### src/rtl/mips_dbg_pkg.sv
// Shared types for the MIPS commit trace observer.
// State encoding and the 65-bit trace entry.
package mips_dbg_pkg;

   typedef enum logic [1:0] {
      ST_IDLE    = 2'b00,
      ST_ARMED   = 2'b01,
      ST_CAPTURE = 2'b10,
      ST_DONE    = 2'b11
   } state_t;

   typedef struct packed {
      logic        last;
      logic [31:0] pc;
      logic [31:0] alu;
   } trace_t;

endpackage

### src/rtl/mips_trace_fifo.sv
// First-word-fall-through FIFO of trace entries.
// A push into a full FIFO is accepted when a pop happens on the same edge.
module mips_trace_fifo
   import mips_dbg_pkg::*;
#(
   parameter int DEPTH = 16,
   localparam int AW = $clog2(DEPTH),
   localparam int FW = AW + 1
) (
   input  logic          clk,
   input  logic          rst_n,
   input  logic          flush,
   input  logic          push,
   input  trace_t        din,
   input  logic          pop,
   output trace_t        dout,
   output logic          full,
   output logic          empty,
   output logic [FW-1:0] fill
);

   trace_t        mem [DEPTH];
   logic [AW-1:0] wr_ptr;
   logic [AW-1:0] rd_ptr;
   logic [FW-1:0] cnt;
   logic          push_ok;
   logic          pop_ok;

   assign empty   = (cnt == '0);
   assign full    = (cnt == FW'(DEPTH));
   assign fill    = cnt;
   assign pop_ok  = pop && !empty;
   assign push_ok = push && (!full || pop_ok);
   assign dout    = empty ? '0 : mem[rd_ptr];

   always_ff @(posedge clk or negedge rst_n) begin
      if (!rst_n) begin
         wr_ptr <= '0;
         rd_ptr <= '0;
         cnt    <= '0;
      end else if (flush) begin
         wr_ptr <= '0;
         rd_ptr <= '0;
         cnt    <= '0;
      end else begin
         if (push_ok) wr_ptr <= wr_ptr + AW'(1);
         if (pop_ok)  rd_ptr <= rd_ptr + AW'(1);
         cnt <= cnt + FW'(push_ok) - FW'(pop_ok);
      end
   end

   always_ff @(posedge clk) begin
      if (push_ok && !flush) mem[wr_ptr] <= din;
   end

endmodule

### src/rtl/mips_trace_capture.sv
// Commit trace capture: trigger FSM, sample and drop counters,
// and a FWFT buffer streaming (pc, alu) pairs to a debug host.
module mips_trace_capture
   import mips_dbg_pkg::*;
#(
   parameter int DEPTH  = 16,
   parameter int LEN_W  = 16,
   parameter int DROP_W = 16,
   localparam int FW = $clog2(DEPTH) + 1
) (
   input  logic              clk,
   input  logic              rst_n,
   input  logic              arm,
   input  logic              abort,
   input  logic              trig_en,
   input  logic [31:0]       trig_pc,
   input  logic [LEN_W-1:0]  cap_len,
   input  logic              cpu_valid,
   input  logic [31:0]       pc_in,
   input  logic [31:0]       alu_in,
   output logic              out_valid,
   input  logic              out_ready,
   output logic [31:0]       out_pc,
   output logic [31:0]       out_alu,
   output logic              out_last,
   output logic [1:0]        state,
   output logic [FW-1:0]     fill,
   output logic [DROP_W-1:0] drop_cnt
);

   state_t            st_q;
   state_t            st_d;
   logic [LEN_W-1:0]  len_q;
   logic [LEN_W-1:0]  cnt_q;
   logic [LEN_W-1:0]  cnt_inc;
   logic [DROP_W-1:0] drop_q;
   logic              arm_ok;
   logic              sample;
   logic              is_last;
   logic              pop;
   logic              full;
   logic              empty;
   logic              drains;
   trace_t            din;
   trace_t            dout;

   assign arm_ok  = arm && !abort && (st_q == ST_IDLE);
   assign sample  = cpu_valid && !abort &&
                    ((st_q == ST_CAPTURE) ||
                     ((st_q == ST_ARMED) && (pc_in == trig_pc)));
   assign cnt_inc = cnt_q + LEN_W'(1);
   assign is_last = (len_q != '0) && (cnt_inc == len_q);
   assign pop     = out_valid && out_ready;
   // leave DONE on the edge where the last entry is popped
   assign drains  = empty || ((fill == FW'(1)) && pop);

   assign din.last = is_last;
   assign din.pc   = pc_in;
   assign din.alu  = alu_in;

   assign out_valid = !empty;
   assign out_pc    = dout.pc;
   assign out_alu   = dout.alu;
   assign out_last  = dout.last;
   assign state     = st_q;
   assign drop_cnt  = drop_q;

   always_comb begin
      st_d = st_q;
      unique case (st_q)
         ST_IDLE: begin
            if (arm_ok) st_d = trig_en ? ST_ARMED : ST_CAPTURE;
         end
         ST_ARMED, ST_CAPTURE: begin
            if (sample) st_d = is_last ? ST_DONE : ST_CAPTURE;
         end
         ST_DONE: begin
            if (drains) st_d = ST_IDLE;
         end
         default: st_d = ST_IDLE;
      endcase
      if (abort) st_d = ST_IDLE;
   end

   always_ff @(posedge clk or negedge rst_n) begin
      if (!rst_n) begin
         st_q   <= ST_IDLE;
         len_q  <= '0;
         cnt_q  <= '0;
         drop_q <= '0;
      end else begin
         st_q <= st_d;
         if (arm_ok) begin
            len_q  <= cap_len;
            cnt_q  <= '0;
            drop_q <= '0;
         end else if (sample) begin
            cnt_q <= cnt_inc;
            if (full && !pop && (drop_q != '1))
               drop_q <= drop_q + DROP_W'(1);
         end
      end
   end

   mips_trace_fifo #(
      .DEPTH(DEPTH)
   ) u_fifo (
      .clk  (clk),
      .rst_n(rst_n),
      .flush(abort),
      .push (sample),
      .din  (din),
      .pop  (pop),
      .dout (dout),
      .full (full),
      .empty(empty),
      .fill (fill)
   );

endmodule

### config.mk
export PLATFORM = sky130hd
export DESIGN_NAME = mips_trace_capture
export DESIGN_NICKNAME = d
export VERILOG_FILES = /design/src/rtl/mips_dbg_pkg.sv /design/src/rtl/mips_trace_fifo.sv /design/src/rtl/mips_trace_capture.sv
export SDC_FILE = /design/constraint.sdc
export NUM_CORES = 1
export LEC_CHECK = 0
export CORE_MARGIN = 8
export CORE_UTILIZATION = 55
export CTS_CLUSTER_SIZE = 30
export DETAILED_ROUTE_END_ITERATION = 10
export GPL_ROUTABILITY_DRIVEN = 0
export PLACE_DENSITY = 0.74
export SYNTH_ARGS = -nofsm -noshare
export SYNTH_HDL_FRONTEND = slang
export SYNTH_SLANG_ARGS = --single-unit
export TNS_END_PERCENT = 30
### constraint.sdc
create_clock -name clk -period 15.9 [get_ports clk]
set_input_delay 3.18 -clock clk [delete_from_list [all_inputs] [get_ports clk]]
set_output_delay 3.18 -clock clk [all_outputs]
set_load 0.01 [all_outputs]
==> results.tsv <==
stage	metric	value	unit
outcome	outcome	complete, no violations	
route	wire_per_inst	28.43	µm
clock_network	cts_tree	done	
setup_path	start_kind	register	
placed_design	dp.cells	3194	
setup_path	critPathBufInv	4	
setup_path	r2r_start	state[1]$_DFFE_PN0P_	
clock_network	cts.repair.resized	0	
setup_path	path_cells	buf_12 > buf_4 > buf_4 > mux4_2 > mux4_2 > and2_1 > clkdlybuf4s50_1	
sta	rsz0062_at_grt	no	
pwr	p_per_area	147.3	nW/µm²
clock_network	cts_root_buffer	clkbuf_16	
global_route	grt_use_met1	29.35	%
sta	period_minus_slack	8.982	ns
setup_path	rr_endpoint	u_fifo.mem[8][17]$_DFFE_PP_	
clock_network	clkSlewWorstSetupHoldPaths	0.06	ns
cells_and_area	final_common_cell	edfxtp_1	
setup_path	path_class	reg2out	
clock_network	htree_levels	3	
cells_and_area	fillers	5048	
global_route	grt_use_met3	3.601	%
synthesis	synth_edf_count	1040	
pwr	ir_drop	0.1258	mV
setup_path	regToRegSetupSlack	11.53	ns
clock_network	cts_buffers	107	
route	vias	21090	
sta	worst_pin_slew	1.215	ns
setup_path	arrival	5.80	ns
sta	skew	0.01950	ns
clock_network	clock_latency	0.68	ns
global_route	grt_use_met2	37.09	%
cells_and_area	final_cell_count_no_fill	3395	
floorplan	rows	103	
clock_network	holdBufCountCts	0	
setup_path	slowest_delay	0.91	ns
placed_design	port-buffer-count	207	
setup_path	setup.worst_path.end	out_alu[20]	
route	final_antenna_net_count	0	
global_route	grt_pass1_wl	145300	µm
cells_and_area	drive_gt1_share	23.11	%
synthesis	yosys.area.top_type	edfxtp_1	
cells_and_area	mostFrequentLayoutCells	edfxtp_1 (1,040), mux4_2 (325), clkdlybuf4s50_1 (206)	
setup_path	worstPathRequired	12.72	ns
global_route	groute.usage.overall	21.72	%
synthesis	syn-cell-area	43570	µm²
synthesis	synth_top_area_share	71.68	%
synthesis	ys_seq_area_share	75.30	%
floorplan	io_pins	208	
synthesis	synth_area_leaders	edfxtp_1 (72%), mux4_2 (17%), dfrtp_1 (3.6%)	
clock_network	ctsLongestPathBuffers	3	
cells_and_area	seqCellArea	32820	µm²
synthesis	synth.distinct_cells	56	
pwr	p_leak	15.79	nW
setup_path	critPathCaptureType	output pin	
sta	period_share	56.49	%
synthesis	ys_seq_elements	1103	
synthesis	synthCells	2003	
clock_network	clock-sinks	1103	
floorplan	dieArea	88470	µm²
cells_and_area	multi_input_area	10350	µm²
placed_design	post-dp-hpwl	52950	µm
sta	setup_tns	0	ns
setup_path	crit_fanout	105	
floorplan	die_w	297.4	µm
route	drt_iter0_drc	1792	
floorplan	core	78740	µm²
global_route	antenna_found_initial	7	
route	via_per_inst	6.211	
setup_path	cp_top_family	buffers and inverters	
global_route	grt_max_degree	106	
cells_and_area	num-nets-final	2390	
setup_path	setup.worst_path.start	u_fifo.rd_ptr[0]$_DFFE_PN0P_	
floorplan	die_h	297.4	µm
sta	setup_viol	0	
worst_hold_path	hold_class	reg2reg	
sta	slew_violations	0	
setup_path	crit_cells	7	
clock_network	post-cts-setup-buffer-count	0	
setup_path	reg2reg_depth	9	
sta	slew_headroom	18.98	%
route	route.detailed.drc	0	
route	routed_wl	96510	µm
setup_path	worst_path_max_delay_cell	buf_4	
sta	hold_viol_final	0	
synthesis	synth_fp_nets	2140	
global_route	grt_pass1_vias	22470	
synthesis	synthArstFlopShare	5.712	%
floorplan	initial_core_util	55.33	%
run	drv_cap	0	
global_route	grt_busiest_layer	met2	
global_route	globalRouteOverflowTotal	0	
synthesis	yosys_most_used_dff	edfxtp_1	
synthesis	ys.warnings.count	0	
route	firstDrtPassIters	5	
cells_and_area	area_growth	15.87	%
synthesis	synth_area_per_cell	21.75	µm²
sta	fmax	111.3	MHz
-- sequential cells by signal, indices dropped and copies added, names as in the netlist --
signal / flops
cnt_q: 16
drop_cnt: 16
u_fifo.fill: 5
u_fifo.mem: 1040
state: 2
u_fifo.rd_ptr: 4
u_fifo.wr_ptr: 4
len_q: 16
-- area by class of cell --
type | count | area share, %
clock buffers | 134 | 5.547
well taps | 1050 | 2.603
clock inverters | 63 | 1.495
multi-input cells | 775 | 20.51
repair buffers | 240 | 4.610
diodes | 4 | 0.01983
flip-flops and latches | 1103 | 65.02
inverters | 26 | 0.1933
-- Yosys cell counts, types with 3 or more instances --
library cell	count
dfrtp_1	63
xnor2_1	51
a221o_1	4
nand2_1	75
ha_1	17
a22o_1	4
nand3_1	15
nor2_1	35
and3_1	5
nand4_1	16
o21ai_0	13
nor2b_1	6
edfxtp_1	1040
mux4_2	325
and2_1	72
a21o_1	3
xor2_1	11
nor3_1	13
or4_1	4
inv_1	26
o31ai_1	5
buf_2	14
or3_1	8
nor4_1	6
nand2b_1	11
a21oi_1	22
buf_1	18
mux2i_1	16
clkbuf_1	67
-- how the worst min path moves through the flow --
stage	startpoint	end	slack (ns)	cells past startpoint
floorplan	len_q[4]$_DFFE_PN0P_	len_q[4]$_DFFE_PN0P_	0.48	2
global placement	len_q[1]$_DFFE_PN0P_	len_q[1]$_DFFE_PN0P_	0.52	2
detailed placement	len_q[7]$_DFFE_PN0P_	len_q[7]$_DFFE_PN0P_	0.53	2
CTS	len_q[7]$_DFFE_PN0P_	len_q[7]$_DFFE_PN0P_	0.55	2
global route	len_q[1]$_DFFE_PN0P_	len_q[1]$_DFFE_PN0P_	0.56	2
finish	cnt_q[11]$_DFFE_PN0P_	cnt_q[11]$_DFFE_PN0P_	0.54	1
-- through the flow --
step | power, mW | setup WS [ns] | util [%] | instance area (µm²) | hold WS, ns
floorplan | 4.365 | 6.238 | - | 43570 | 0.4849
global placement | 4.952 | 7.141 | 59.58 | 46920 | 0.5225
detailed placement | 4.979 | 6.976 | 59.58 | 46920 | 0.5294
CTS | 7.517 | 6.650 | 64.10 | 50470 | 0.5467
global route | 7.710 | 6.387 | 64.11 | 50480 | 0.5630
finish | 7.435 | 6.918 | 64.11 | 50480 | 0.5425
-- cell families after synthesis --
family                   synth area share, %
XOR/XNOR                               1.246
multiplexers                           17.22
adder cells (fa/ha/maj)               0.5342
flip-flops                             75.30
buffers and inverters                  1.117
AO/OA/AOI/OAI                          1.045
AND/OR/NAND/NOR                        3.535
-- layer usage --
metal / up-vias / part of all wire [%] / wire length (µm)
li1: 8797 / - / -
met1: 11350 / 40 / 38910
met2: 796 / 52 / 49890
met3: 141 / 5.8 / 5562
met4: 2 / 2.2 / 2134
met5: - / 0.0073 / 7
-- worst reg2reg max path, cell delays in order, from the launching register on --
cell	delay [ns]
dfrtp_1	0.44
inv_1	0.10
ha_1	0.18
o21ai_0	0.15
nor4_4	0.43
nand4_4	0.25
a21oi_2	0.45
nand3b_1	0.40
nor2_4	0.67
buf_4	0.85
-- power by group --
| part | switching, mW | total (mW) | leakage (nW) | internal, mW |
|---|---|---|---|---|
| logic | 0.718 | 1.58 | 3.87 | 0.861 |
| clock network | 1.06 | 2.55 | 1.72 | 1.49 |
| registers | 0.0809 | 3.30 | 10.2 | 3.22 |
Power figures use the tool's default switching activity.
